**src/rtl/maxnet_act_bank.sv**
```systemverilog
// Maxnet activation bank: ReLU-on-write registers, iteration counter and
// registered termination/winner status derived from the post-write values.
module maxnet_act_bank #(
  parameter int N        = 4,
  parameter int W        = 16,
  parameter int MAX_ITER = 63,
  parameter int IW       = 6,
  parameter int LW       = (N > 1) ? $clog2(N) : 1
) (
  input  logic            clk,
  input  logic            rst,
  input  logic            init_x,
  input  logic [N*W-1:0]  x_in,
  input  logic            load_a,
  input  logic            load_sel,
  input  logic [N*W-1:0]  a_next,
  output logic [N*W-1:0]  a_out,
  output logic            isfinished,
  output logic            winner_valid,
  output logic [LW-1:0]   winner_idx,
  output logic            timeout,
  output logic [IW-1:0]   iter_cnt
);

  localparam int CW = $clog2(N + 1);

  logic [N-1:0][W-1:0] a_reg_q, a_reg_d;
  logic [IW-1:0]       iter_cnt_q, iter_cnt_d;
  logic                isfinished_q, isfinished_d;
  logic                winner_valid_q, winner_valid_d;
  logic [LW-1:0]       winner_idx_q, winner_idx_d;
  logic                timeout_q, timeout_d;
  logic [CW-1:0]       pos_cnt;
  logic [LW-1:0]       low_idx;

  function automatic logic [W-1:0] relu(input logic [W-1:0] v);
    return v[W-1] ? '0 : v;
  endfunction

  always_comb begin
    a_reg_d        = a_reg_q;
    iter_cnt_d     = iter_cnt_q;
    isfinished_d   = isfinished_q;
    winner_valid_d = winner_valid_q;
    winner_idx_d   = winner_idx_q;
    timeout_d      = timeout_q;
    pos_cnt        = '0;
    low_idx        = '0;

    if (init_x) begin
      for (int i = 0; i < N; i++) a_reg_d[i] = relu(x_in[i*W +: W]);
      iter_cnt_d = '0;
    end else if (load_a) begin
      for (int i = 0; i < N; i++)
        a_reg_d[i] = relu(load_sel ? x_in[i*W +: W] : a_next[i*W +: W]);
      iter_cnt_d = (iter_cnt_q >= IW'(MAX_ITER)) ? IW'(MAX_ITER) : iter_cnt_q + IW'(1);
    end

    // Descending scan so the last hit left in low_idx is the lowest positive neuron.
    for (int i = N - 1; i >= 0; i--) begin
      if (a_reg_d[i] != '0) begin
        pos_cnt = pos_cnt + CW'(1);
        low_idx = LW'(i);
      end
    end

    if (init_x || load_a) begin
      winner_valid_d = (pos_cnt == CW'(1));
      winner_idx_d   = low_idx;
      timeout_d      = !init_x && (pos_cnt > CW'(1)) && (iter_cnt_d == IW'(MAX_ITER));
      isfinished_d   = (pos_cnt <= CW'(1)) || timeout_d;
    end
  end

  always_ff @(posedge clk) begin
    if (rst) begin
      a_reg_q        <= '0;
      iter_cnt_q     <= '0;
      isfinished_q   <= 1'b0;
      winner_valid_q <= 1'b0;
      winner_idx_q   <= '0;
      timeout_q      <= 1'b0;
    end else begin
      a_reg_q        <= a_reg_d;
      iter_cnt_q     <= iter_cnt_d;
      isfinished_q   <= isfinished_d;
      winner_valid_q <= winner_valid_d;
      winner_idx_q   <= winner_idx_d;
      timeout_q      <= timeout_d;
    end
  end

  assign a_out        = a_reg_q;
  assign isfinished   = isfinished_q;
  assign winner_valid = winner_valid_q;
  assign winner_idx   = winner_idx_q;
  assign timeout      = timeout_q;
  assign iter_cnt     = iter_cnt_q;

endmodule

```
**config.mk**
```make
export PLATFORM = sky130hd
export DESIGN_NAME = maxnet_act_bank
export DESIGN_NICKNAME = d
export VERILOG_FILES = /design/src/rtl/maxnet_act_bank.sv
export SDC_FILE = /design/constraint.sdc
export NUM_CORES = 1
export LEC_CHECK = 0
export CAP_MARGIN = 20
export CORE_ASPECT_RATIO = 0.8
export CORE_MARGIN = 3
export CORE_UTILIZATION = 42
export DETAILED_ROUTE_END_ITERATION = 16
export GPL_ROUTABILITY_DRIVEN = 0
export PLACE_DENSITY = 0.9
export SLEW_MARGIN = 0
export SYNTH_ARGS = -nofsm -noshare
export SYNTH_HDL_FRONTEND = slang
export SYNTH_SLANG_ARGS = --single-unit
```
**constraint.sdc**
```tcl
create_clock -name clk -period 7.8 [get_ports clk]
set_input_delay 2.34 -clock clk [delete_from_list [all_inputs] [get_ports clk]]
set_output_delay 2.34 -clock clk [all_outputs]
set_load 0.02 [all_outputs]
```
==> results of run 1 <==
-- state kept, by name, summed over array words and instances, names as in the netlist --
name and cells:
winner_idx 2, winner_valid 1, isfinished 1, timeout 1, iter_cnt 6, a_out 64
-- metrics by stage --
step           instances  area, um2  hold slack [ns]  worst slack (ns)
2_1_floorplan        411       3737           0.5304             2.142
3_3_place_gp         706       5877           0.4461             1.275
3_5_place_dp         706       5877           0.4569             1.002
4_1_cts              722       6093           0.4674             1.359
5_1_grt              722       6093           0.4949             1.109
6_report             722       6093           0.4597             1.263
-- worst min path at each step --
stage | cells after the start | endpoint | slack, ns | from
2_1_floorplan | 2 | winner_idx[0] | 0.53 | winner_idx[0]
3_3_place_gp | 2 | winner_idx[0] | 0.45 | winner_idx[0]
3_5_place_dp | 2 | winner_idx[0] | 0.46 | winner_idx[0]
4_1_cts | 2 | winner_idx[0] | 0.47 | winner_idx[0]
5_1_grt | 2 | winner_idx[0] | 0.49 | winner_idx[0]
6_report | 2 | winner_idx[0] | 0.46 | winner_idx[0]
-- where the power goes --
group / internal (mW) / switching [mW] / leakage, nW
combinational: 0.134 / 0.115 / 1.49
clock: 0.180 / 0.144 / 0.113
sequential: 0.400 / 0.0114 / 0.613
-- synth_stat cells (all sizes together) (2+ instances only) --
cell,instances,area share
and4,12,0.028
or4,2,0.0040
clkbuf,21,0.021
a2111oi,3,0.012
dfxtp,75,0.40
nor2b,12,0.020
a222oi,42,0.11
nand2,12,0.012
o21a,2,0.0040
nor4,7,0.016
ha,6,0.020
or2,4,0.0067
a22o,5,0.012
a31oi,9,0.015
a311oi,2,0.0047
nand2b,3,0.0050
and3,7,0.012
nand3,8,0.011
mux2,14,0.044
buf,10,0.014
a22oi,6,0.012
a21oi,25,0.034
nand4,2,0.0050
nor2,74,0.074
a211oi,5,0.011
a2bb2oi,3,0.0070
or3b,2,0.0047
xor2,2,0.0047
a21boi,2,0.0040
nor3,9,0.012
o21ai,3,0.0040
nand4bb,2,0.0060
inv,5,0.0050
-- layer usage --
layer / vias to the layer above / wire, um / global-route usage
met5: - / 0 / 0
met4: 0 / 322 / 0.07801
met3: 29 / 1251 / 0.07368
met2: 277 / 6414 / 0.4237
met1: 2034 / 5459 / 0.3137
li1: 2001 / - / -
-- final cells by class --
class	count	share of cell area
Timing Repair Buffer	214	0.3478
Clock buffer	9	0.02033
Clock inverter	7	0.01520
Sequential cell	75	0.2464
Tap cell	112	0.02300
Multi-Input combinational cell	300	0.3441
Inverter	5	0.003080
-- worst max-delay path: stages --
cell and delay (ns):
clkdlybuf4s50_1 0.51, buf_4 0.34, a21oi_2 0.16, nor2_1 0.82
a222oi_1 0.27, and4_1 0.30, and4_1 0.24, ha_1 0.34
xor2_1 0.24, ha_1 0.28, or4_1 0.47, o2111a_2 0.19
o41ai_2 0.27
-- logic make-up (layout without fill, tap and decap cells) --
family | after synthesis | in the layout | share of synthesized area
AO/OA/AOI/OAI | 117 | 117 | 0.2591
XOR/XNOR | 3 | 3 | 0.007032
adder cells (fa/ha/maj) | 6 | 6 | 0.02009
buffers and inverters | 36 | 235 | 0.04051
flip-flops | 75 | 75 | 0.4017
multiplexers | 14 | 14 | 0.04419
AND/OR/NAND/NOR | 160 | 160 | 0.2273
==> impl_metrics.py, run 1 <==
metrics = {
    "grt": {
        "grt_pass1_vias": 4297,
        "gr-total-overflow": 0,
        "grt_pass1_wl_um": 21200,
        "antenna_found_initial": 0,
        "grt_start_max_net_pins": 68,
        "grt_usage": 0.2525,
    },
    "placed_design": {
        "place.detailed.hpwl_um": 10120,
        "port-buffer-count": 207,
    },
    "yosys": {
        "async_flop_share": 0,
        "synth_flop_cell": "dfxtp_1",
        "ys_seq_elements": 75,
        "synth_edf_count": 0,
        "yosys.cell_types.count": 57,
        "yosysWarnings": 0,
        "seq_area_frac_synth": 0.4017,
        "syn_area_mm2": 0.003737,
        "synth.net_count": 550,
        "synth_cells": 411,
        "synth.avg_cell_area_um2": 9.093,
    },
    "cells_and_area": {
        "fin_util": 0.7120,
        "final_common_cell": "clkdlybuf4s50_1",
        "final_layout_size_suffix_gt1_frac": 0.09016,
        "finalNetCount": 744,
        "n_fill_cell": 658,
        "antennaDiodeCount": 0,
        "final_cell_mix": "clkdlybuf4s50_1, dfxtp_1, nor2_1",
        "area_growth_pct": 63.04,
        "seq_area_mm2": 0.001501,
        "multi_input_area_mm2": 0.002097,
    },
    "floorplan": {
        "core_mm2": 0.008558,
        "rows": 30,
        "dieArea_mm2": 0.01007,
        "die_h_um": 90.37,
        "start_util": 0.4367,
        "ios": 208,
        "die_w_um": 111.5,
    },
    "clocking": {
        "cts_root_buf": "clkbuf_8",
        "cts_setup_buffers": 0,
        "tritoncts": "yes",
        "cts_buffers": 9,
        "cts_resized": 0,
        "clock-sinks": 75,
        "cts_max_path_buffers": 2,
        "ctsHoldBuffers": 0,
        "clk_pin_slew_ns": 0.08,
        "htree_levels": 3,
        "clkLatencyLatePin_ns": 0.33,
    },
    "worst_setup_path": {
        "rrSetupSlack_ns": 4.68,
        "timing.rr.end": "winner_valid",
        "startpoint_type": "input port",
        "cp.required_ns": 8.04,
        "reg2reg_depth": 9,
        "worstReg2RegStart": "a_out[56]",
        "crit_path_end_kind": "register",
        "critPathKind": "input port to register",
        "cp.arrival_ns": 6.78,
        "crit_fanout": 33,
        "crit_end": "winner_valid",
        "crit_start": "load_a",
    },
    "detailed_routing": {
        "routed_wl_um": 13450,
        "num_vias": 4341,
        "via_per_inst": 6.012,
        "first_iter_violations": 482,
        "wire_per_inst_um": 18.62,
        "dr.pass1.iters": 8,
        "route.detailed.drc": 0,
        "ant_nets": 0,
    },
    "timing": {
        "rsz0062_at_grt": "false",
        "fin_crit_sh": 0.8381,
        "skew_ns": 0.008865,
        "setup_violations": 0,
        "slew_headroom": 0.2970,
        "hold_viol_final": 0,
        "tightest_slew_ns": 1.051,
        "period_minus_slack_ns": 6.537,
        "finalSetupTns_ns": 0,
        "fmaxAchievable_mhz": 153.0,
        "final_max_slew_viol_count": 0,
    },
    "pwr": {
        "ir_drop_mv": 0.1139,
        "finalPower_mw": 0.9852,
        "leakage_nw": 2.213,
        "p_per_area_mw_per_mm2": 161.7,
    },
    "run": {
        "drv_cap": 0,
    },
    "hold_path": {
        "worstHoldPathType": "register to register",
    },
    "outcome": {
        "status": "finished, final reports clean",
    },
}
(Power assumes the default switching activity.)
==> run 2, diff against run 1 <==
--- a/config.mk
+++ b/config.mk
@@ -8,10 +8,10 @@
 export CAP_MARGIN = 20
 export CORE_ASPECT_RATIO = 0.8
 export CORE_MARGIN = 3
-export CORE_UTILIZATION = 42
+export CORE_UTILIZATION = 39
 export DETAILED_ROUTE_END_ITERATION = 16
 export GPL_ROUTABILITY_DRIVEN = 0
-export PLACE_DENSITY = 0.9
+export PLACE_DENSITY = 0.85
 export SLEW_MARGIN = 0
 export SYNTH_ARGS = -nofsm -noshare
 export SYNTH_HDL_FRONTEND = slang
==> constraint.sdc (replaced) <==
create_clock -name clk -period 6.71 [get_ports clk]
set_input_delay 2.013 -clock clk [delete_from_list [all_inputs] [get_ports clk]]
set_output_delay 2.013 -clock clk [all_outputs]
set_load 0.02 [all_outputs]
==> run 2 against run 1 <==
Sequential power grew 16%. Worst hold slack improved by 0.0068 ns. Clock skew down 0.0034 ns. Die area is 7.2% higher. Via count is 0.74% lower. Sequential cell count did not move. First-iteration DRC count increased by 1.5%. Critical path type unchanged. Largest power group is now the clock network. Highest routed layer unchanged.
==> impl_metrics.py, run 2 (synthesis gave the netlist of run 1 again) <==
metrics = {
    "clocking": {
        "tritoncts": "yes",
        "cts_max_path_buffers": 2,
        "cts_buffers": 9,
        "htree_levels": 3,
        "clkLatencyLatePin_ns": 0.32,
        "ctsHoldBuffers": 0,
        "cts_resized": 0,
        "clk_pin_slew_ns": 0.06,
        "clock-sinks": 75,
        "cts_setup_buffers": 0,
        "cts_root_buf": "clkbuf_16",
    },
    "grt": {
        "grt_pass1_vias": 4215,
        "antenna_found_initial": 0,
        "gr-total-overflow": 0,
        "grt_pass1_wl_um": 20640,
        "grt_usage": 0.2388,
        "grt_start_max_net_pins": 68,
    },
    "worst_setup_path": {
        "reg2reg_depth": 9,
        "cp_slowest_stage_delay_ns": 0.79,
        "cp.required_ns": 6.94,
        "startpoint_type": "input port",
        "crit_family": "simple AND/OR/NAND/NOR gates",
        "path_buf_inv": 1,
        "cp.depth": 12,
        "crit_path_end_kind": "register",
        "critPathKind": "input port to register",
        "crit_slowest_cell": "nor2_1",
        "cp.arrival_ns": 6.24,
        "worstPathCellList": "clkdlybuf4s50_1 -> a21oi_2 -> nor2_1 -> a222oi_1 -> and4_1 -> and4_1 -> ha_1 -> xor2_1 -> ha_1 -> or4_1 -> o2111a_2 -> o41ai_2",
        "crit_fanout": 15,
    },
    "cells_and_area": {
        "final_layout_size_suffix_gt1_frac": 0.09002,
        "seq_area_mm2": 0.001501,
        "multi_input_area_mm2": 0.002092,
        "n_fill_cell": 732,
        "antennaDiodeCount": 0,
        "final_common_cell": "clkdlybuf4s50_1",
        "final_area_mm2": 0.006232,
        "finalNetCount": 745,
        "area_growth_pct": 66.76,
        "final_cell_mix": "clkdlybuf4s50_1, dfxtp_1, nor2_1",
        "largest_reg_flops": 64,
    },
    "hold_path": {
        "worstHoldPathType": "register to register",
        "hold_depth": 2,
    },
    "detailed_routing": {
        "route.detailed.drc": 0,
        "ant_nets": 0,
        "wire_per_inst_um": 18.79,
        "via_per_inst": 5.935,
        "first_iter_violations": 489,
        "dr.pass1.iters": 10,
        "num_vias": 4309,
        "routed_wl_um": 13640,
    },
    "floorplan": {
        "core_mm2": 0.009193,
        "rows": 31,
        "start_util": 0.4066,
        "ios": 208,
        "dieArea_mm2": 0.01080,
        "die_w_um": 115.4,
        "die_h_um": 93.56,
    },
    "pwr": {
        "ir_drop_mv": 0.1216,
        "leakage_nw": 2.266,
        "p_per_area_mw_per_mm2": 209.5,
    },
    "timing": {
        "hold_viol_final": 0,
        "final_max_slew_viol_count": 0,
        "setup_violations": 0,
        "slew_headroom": 0.3304,
        "fin_crit_sh": 0.8958,
        "rsz0062_at_grt": "false",
        "fmaxAchievable_mhz": 166.4,
        "period_minus_slack_ns": 6.011,
        "finalSetupTns_ns": 0,
        "tightest_slew_ns": 1.001,
        "skew_ns": 0.005504,
    },
    "placed_design": {
        "place.detailed.hpwl_um": 10350,
        "dpl_cell_area_mm2": 0.005896,
        "port-buffer-count": 207,
    },
    "run": {
        "drv_cap": 0,
    },
    "outcome": {
        "status": "finished, final reports clean",
    },
}
-- run 2: cell types whose count changed in the layout (fill, tap and decap cells not counted), sizes merged --
cell / before / now
clkinvlp: 0 / 2
clkinv: 5 / 0
clkbuf: 9 / 11
buf: 8 / 9
inv: 5 / 6
-- run 2: cell type report --
| class | instances | share of cell area |
|---|---|---|
| multi-input cells | 300 | 0.3357 |
| clock buffers | 11 | 0.04055 |
| inverters | 5 | 0.003011 |
| well taps | 115 | 0.02309 |
| repair buffers | 215 | 0.3433 |
| clock inverters | 5 | 0.01345 |
| flip-flops and latches | 75 | 0.2409 |
-- run 2: report_power, final --
part,switching (mW),internal (mW),total [mW],leakage (nW)
sequential,0.0130,0.466,0.479,0.613
clock,0.188,0.347,0.536,0.158
combinational,0.134,0.157,0.291,1.50
-- run 2: routing by layer --
metal / vias up / track usage / routed length, um
li1: 2003 / - / -
met1: 2013 / 0.3010 / 5419
met2: 277 / 0.4027 / 6699
met3: 16 / 0.05951 / 1355
met5: - / 0 / 0
met4: 0 / 0.07038 / 165
-- run 2: per-stage QoR --
step | total power, mW | std cells | setup WS (ns) | hold WS (ns) | utilization
CTS | 1.311 | 726 | 0.7920 | 0.4699 | 0.6780
global placement | 0.7696 | 710 | 0.6515 | 0.4505 | 0.6414
finish | 1.306 | 726 | 0.6992 | 0.4664 | 0.6780
floorplan | 0.6216 | 411 | 1.379 | 0.5304 | -
global route | 1.352 | 726 | 0.5113 | 0.5066 | 0.6780
detailed placement | 0.7766 | 710 | 0.4517 | 0.4614 | 0.6414
-- run 2: path summary, 6_finish.rpt --
kind                                    start            end  slack (ns)
worst min register to register  winner_idx[0]  winner_idx[0]        0.47
worst max-delay path                   load_a   winner_valid        0.70
worst max register to register      a_out[32]   winner_valid        3.59
worst min-delay path            winner_idx[0]  winner_idx[0]        0.47
-- run 2: tightest hold or removal path: stages, from the launching register on --
cell and delay, ns:
dfxtp_1 0.31, nand2_1 0.06, a21oi_1 0.05
